<file path="config.mk">
export PLATFORM = sky130hd
export DESIGN_NAME = pipe_ctrl
export DESIGN_NICKNAME = d
export VERILOG_FILES = /design/src/rtl/pipe_pkg.sv /design/src/rtl/pipe_hazard_unit.sv /design/src/rtl/pipe_ctrl.sv
export SDC_FILE = /design/constraint.sdc
export NUM_CORES = 1
export LEC_CHECK = 0
export CORE_AREA = 2 2 59 61
export DETAILED_ROUTE_END_ITERATION = 8
export DIE_AREA = 0 0 61 63
export GPL_TIMING_DRIVEN = 1
export PLACE_DENSITY = 0.85
export SLEW_MARGIN = 20
export SYNTH_ARGS = -nofsm -noshare
export SYNTH_HDL_FRONTEND = slang
export SYNTH_SLANG_ARGS = --single-unit
</file>
<file path="constraint.sdc">
create_clock -name clk -period 2.34 [get_ports clk]
set_input_delay 0.468 -clock clk [delete_from_list [all_inputs] [get_ports clk]]
set_output_delay 0.468 -clock clk [all_outputs]
set_load 0.01 [all_outputs]
</file>
<file path="src/rtl/pipe_pkg.sv">
// Shared encodings for the pipeline stall/flush sequencer.
// Pure declarations; no logic, no latency.
package pipe_pkg;
  localparam int REG_ADDR_W = 5;

  typedef enum logic [1:0] {
    ST_RUN      = 2'd0,
    ST_MEM_WAIT = 2'd1,
    ST_HALT     = 2'd2
  } state_e;
endpackage

</file>
<file path="src/rtl/pipe_hazard_unit.sv">
// Load-use hazard detect: EX load whose destination feeds the ID instruction.
// Purely combinational (zero latency); it has no handshake of its own.
module pipe_hazard_unit
  import pipe_pkg::*;
(
  input  logic [REG_ADDR_W-1:0] id_rs,
  input  logic [REG_ADDR_W-1:0] id_rt,
  input  logic                  id_uses_rt,
  input  logic                  ex_MemRead,
  input  logic [REG_ADDR_W-1:0] ex_RegisterRd,
  output logic                  load_use_stall
);
  // r0 is hardwired zero, so a load targeting it never creates a dependency.
  assign load_use_stall = ex_MemRead && (ex_RegisterRd != '0) &&
                          ((ex_RegisterRd == id_rs) ||
                           (id_uses_rt && (ex_RegisterRd == id_rt)));
endmodule

</file>
<file path="src/rtl/pipe_ctrl.sv">
// Stall/flush sequencer: strobes are combinational from state + inputs (zero latency).
// Priority: memory wait > taken branch > load-use > normal; HALT freezes everything.
module pipe_ctrl
  import pipe_pkg::*;
#(
  parameter int MEM_TIMEOUT = 16,
  parameter int CNT_W       = 16
) (
  input  logic                  clk,
  input  logic                  rst,
  input  logic [REG_ADDR_W-1:0] id_rs,
  input  logic [REG_ADDR_W-1:0] id_rt,
  input  logic                  id_uses_rt,
  input  logic                  ex_MemRead,
  input  logic [REG_ADDR_W-1:0] ex_RegisterRd,
  input  logic                  ex_branch_taken,
  input  logic                  mem_req,
  input  logic                  mem_ack,
  input  logic                  wb_call,
  input  logic                  resume,
  output logic                  pc_en,
  output logic                  ifid_en,
  output logic                  idex_en,
  output logic                  exmem_en,
  output logic                  memwb_en,
  output logic                  ifid_flush,
  output logic                  idex_flush,
  output logic                  exmem_flush,
  output logic                  memwb_flush,
  output logic                  halted,
  output logic                  mem_timeout,
  output logic [CNT_W-1:0]      stall_cnt
);
  localparam int WAIT_W = $clog2(MEM_TIMEOUT + 1);

  state_e              state_q, state_d;
  logic [WAIT_W-1:0]   wait_q, wait_d;
  logic                timeout_q, timeout_d;
  logic [CNT_W-1:0]    stall_cnt_q, stall_cnt_d;
  logic                load_use_stall;
  logic                mem_stall;

  pipe_hazard_unit u_hazard (
    .id_rs          (id_rs),
    .id_rt          (id_rt),
    .id_uses_rt     (id_uses_rt),
    .ex_MemRead     (ex_MemRead),
    .ex_RegisterRd  (ex_RegisterRd),
    .load_use_stall (load_use_stall)
  );

  assign mem_stall = mem_req && !mem_ack;

  always_comb begin
    pc_en       = 1'b1;
    ifid_en     = 1'b1;
    idex_en     = 1'b1;
    exmem_en    = 1'b1;
    memwb_en    = 1'b1;
    ifid_flush  = 1'b0;
    idex_flush  = 1'b0;
    exmem_flush = 1'b0;
    memwb_flush = 1'b0;
    state_d     = state_q;
    wait_d      = wait_q;
    timeout_d   = timeout_q;

    if (state_q == ST_HALT) begin
      pc_en    = 1'b0;
      ifid_en  = 1'b0;
      idex_en  = 1'b0;
      exmem_en = 1'b0;
      memwb_en = 1'b0;
      if (resume) state_d = ST_RUN;
    end else if (mem_stall) begin
      // Upstream frozen; the access stays in EX/MEM while WB receives bubbles.
      pc_en       = 1'b0;
      ifid_en     = 1'b0;
      idex_en     = 1'b0;
      exmem_en    = 1'b0;
      memwb_flush = 1'b1;
      if (state_q == ST_RUN) begin
        state_d = ST_MEM_WAIT;
        wait_d  = '0;
      end else if (wait_q == WAIT_W'(MEM_TIMEOUT - 1)) begin
        state_d   = ST_HALT;
        timeout_d = 1'b1;
        wait_d    = '0;
      end else begin
        wait_d = wait_q + 1'b1;
      end
    end else begin
      if (ex_branch_taken) begin
        ifid_flush = 1'b1;
        idex_flush = 1'b1;
      end else if (load_use_stall) begin
        pc_en      = 1'b0;
        ifid_en    = 1'b0;
        idex_flush = 1'b1;
      end
      state_d = (state_q == ST_RUN && wb_call) ? ST_HALT : ST_RUN;
      wait_d  = '0;
    end

    if (!rst) begin
      pc_en       = 1'b0;
      ifid_en     = 1'b0;
      idex_en     = 1'b0;
      exmem_en    = 1'b0;
      memwb_en    = 1'b0;
      ifid_flush  = 1'b1;
      idex_flush  = 1'b1;
      exmem_flush = 1'b1;
      memwb_flush = 1'b1;
    end
  end

  always_comb begin
    stall_cnt_d = stall_cnt_q;
    if (!pc_en && state_q != ST_HALT && stall_cnt_q != '1)
      stall_cnt_d = stall_cnt_q + 1'b1;
  end

  always_ff @(posedge clk or negedge rst) begin
    if (!rst) begin
      state_q     <= ST_RUN;
      wait_q      <= '0;
      timeout_q   <= 1'b0;
      stall_cnt_q <= '0;
    end else begin
      state_q     <= state_d;
      wait_q      <= wait_d;
      timeout_q   <= timeout_d;
      stall_cnt_q <= stall_cnt_d;
    end
  end

  assign halted      = (state_q == ST_HALT);
  assign mem_timeout = timeout_q;
  assign stall_cnt   = stall_cnt_q;
endmodule

</file>
==> metrics.md <==
| Metric | Value |
|---|---|
| Status | complete, no violations |
| Vias | 1,240 |
| DRC errors left | 0 |
| Layout cells sized above 1 | 0.166 |
| ANT cells | 0 |
| Yosys top cell by area | dfrtp_1 |
| Clock Skew | 0.0161 ns |
| Worst-Skew Late Latency | 0.32 ns |
| Power per cell area | 841 mW/mm² |
| Main combinational cell family by area after synthesis | simple AND/OR/NAND/NOR gates |
| Post-DR vias/cell | 4.94 |
| Final Non-Filler Cells | 251 |
| CP Launch Type | input port |
| Area delta synth->final | 56.8% |
| Starting Density | 0.410 |
| R2R Setup Slk | 0.26 ns |
| P_leak | 0.956 nW |
| Die area | 0.00384 mm² |
| Routed WL per cell | 12.5 µm |
| #FFs+latches synth | 24 |
| Post-synthesis cell area | 0.00133 mm² |
| Sink Count | 24 |
| Detailed Place HPWL | 2.39 mm |
| Slew Limit Fails | 0 |
| Final Power | 0.00175 W |
| Highest-count cells in the layout ignoring fill and taps | 29 x clkdlybuf4s50_1, 24 x dfrtp_1, 17 x nand2_1 |
| Synth top area share | 0.453 |
| Global-route wire length before repair | 5.45 mm |
| GP Congestion | 0.782 |
| Fmax | 438 MHz |
| Multiplexer share of the synthesized area | 0.00850 |
| Final Hold Viols | 0 |
| Worst min path class | reg -> reg |
| Io pins | 51 |
| Worst setup endpoint | ifid_en |
| Compound-Gate Fraction of Synth Area | 0.0755 |
| Port Buf Inserts | 50 |
| H-tree depth | 1 |
| Final Util | 0.643 |
| Post-synthesis sequential area ratio | 0.453 |
| Final critical-path share of the clock period | 0.975 |
| Fillcell total | 279 |
| Worst Tran Pin Value | 0.492 ns |
| Kind of critical path | in -> out |
| Final wirelength | 3.14 mm |
| Vias in the first global route | 1,223 |
| Horiz. Die Dim | 61 µm |
| VDD IR max | 588 µV |
| Clk slew on worst S/H paths | 0.14 ns |
| Relative slew slack | 0.669 |
| Cts bufs inserted | 3 |
| Core ar. | 0.00323 mm² |
| WP data arrival | 1.81 ns |
| Die Y | 63 µm |
| Rows | 21 |
| Drt first pass iters | 4 |
| Post-layout min period | 2.28 ns |
| Detailed Route Iter0 Violations | 44 |
| Placement Cell Area | 0.00195 mm² |
| Yosys warning count | 0 |
| Post-Synth Adder-Cell Area | 0.0189 |
| Root Driver | clkbuf_4 |
| Critical path capture point type | output port |
| Reg-to-Reg End | stall_cnt[5]$_DFFE_PN0P_ |
| Reg2reg path depth | 7 |
| Leading cell type in the layout, fill and taps excluded | clkdlybuf4s50_1 |
| Mean Syn Cell Area | 9.40 µm² |
| Initial antenna violation count | 0 |
| Design Area, Final | 0.00208 mm² |
| Largest net degree at the start of global routing | 28 |
| Final #Nets | 232 |
| Placed cell count | 244 |
| GRT overflow | 0 |
| Final number of setup-violating endpoints | 0 |
| Worst Setup SP | ex_RegisterRd[2] |
| Longest Clk Path Bufs | 2 |
| Synth unique cells | 30 |
| Worst R2R Start | stall_cnt[6]$_DFFE_PN0P_ |
| Max_cap viols | 0 |
| Antenna viol nets, final | 0 |
| Post-synthesis xor/xnor area fraction | 0.172 |
| CTS tree | built |
| Area contributors post-synth | dfrtp_1 45%, xor2_1 9.9%, xnor2_1 7.3% |
| Synth Area in Simple Gates | 0.244 |
| Critical Path RT | 1.87 ns |
| Hold Buf Count CTS | 0 |
| Mapped Cells | 141 |
| Global Route Usage Sum | 0.184 |
| CP max FO | 3 |
| Syn Nets | 167 |
Yosys cell counts:
master    count
or4_1         1
nand4_1       5
o21ai_1       1
o311ai_0      1
o21ai_0       6
o21a_1        1
o22ai_1       1
mux2_1        1
dfrtp_1      24
nor3_1        7
nor3_2        1
buf_6         1
a21oi_4       1
nor4_1        3
nand3_1      10
and2_1        1
inv_1         2
a21oi_1       2
nor2_1       15
or2_1         1
a22o_1        1
buf_4         2
a22oi_1       1
clkbuf_1      1
nor2b_1       3
ha_1          2
nand2_1      17
xnor2_1      11
nand2b_1      3
xor2_1       15
layer usage:
layer | track usage | vias up | share of wire
met4 | 0.0652 | 0 | 0.018
met3 | 0.0290 | 7 | 0.064
met1 | 0.238 | 585 | 0.42
li1 | - | 611 | -
met5 | 0 | - | 0
met2 | 0.304 | 37 | 0.50
flip-flops by register name (all words and copies together), names as in the netlist:
signal,flops
mem_timeout,1
stall_cnt,16
state_q,2
wait_q,5
worst min path at each step:
| stage | end | from | slack [ns] | cells past startpoint |
|---|---|---|---|---|
| 6_report | mem_timeout$_DFFE_PN0P_ | mem_timeout$_DFFE_PN0P_ | 0.49 | 1 |
| 5_1_grt | state_q[1]$_DFFE_PN0P_ | rst | 0.51 | 2 |
| 4_1_cts | mem_timeout$_DFFE_PN0P_ | mem_timeout$_DFFE_PN0P_ | 0.49 | 1 |
| 3_5_place_dp | mem_timeout$_DFFE_PN0P_ | mem_timeout$_DFFE_PN0P_ | 0.46 | 1 |
| 3_3_place_gp | mem_timeout$_DFFE_PN0P_ | mem_timeout$_DFFE_PN0P_ | 0.46 | 1 |
| 2_1_floorplan | mem_timeout$_DFFE_PN0P_ | rst | 0.17 | 0 |
final cells by class:
class                      instances  area [µm²]  area share
tap                               46        57.6      0.0277
clock buffer                       3        22.5      0.0108
multi-input combinational        111         743       0.358
clock inverter                     1        30.0      0.0144
sequential                        24         601       0.289
timing repair buffer              64         617       0.297
inverter                           2        7.51     0.00361
critical path, stage by stage:
cell and delay [ns]:
dlygate4sd2_1 0.28, or4_4 0.50, o21ai_2 0.16, nand2b_4 0.15, o21a_1 0.13, buf_2 0.13
power by group:
group          switching [W]  leakage [nW]  internal (W)  total (W)
Combinational       0.000315         0.639      0.000427   0.000742
Clock               0.000121        0.0279      0.000173   0.000294
Sequential          0.000172         0.289      0.000541   0.000713
logic make-up after synthesis:
| logic type | Yosys count |
|---|---|
| AO/OA/AOI/OAI | 15 |
| XOR/XNOR | 26 |
| adder cells (fa/ha/maj) | 2 |
| buffers and inverters | 6 |
| flip-flops | 24 |
| multiplexers | 1 |
| AND/OR/NAND/NOR | 67 |
what timing repair did:
| item | in CTS | in global routing |
|---|---|---|
| endpoints found under the setup margin | 8 | 4 |
| gates resized for setup | 39 | 10 |
| pin swaps | 1 | 13 |
| setup buffers | 2 | 1 |
per-stage QoR:
step           hold WS (ns)  worst slack, ns   TNS, ns
6_report              0.488           0.0580         0
5_1_grt               0.511         -0.00928  -0.00928
4_1_cts               0.493         -0.00524  -0.00524
3_5_place_dp          0.455           -0.646     -6.68
3_3_place_gp          0.458           -0.543     -4.88
2_1_floorplan         0.172            0.301         0
(Power assumes the default switching activity.)
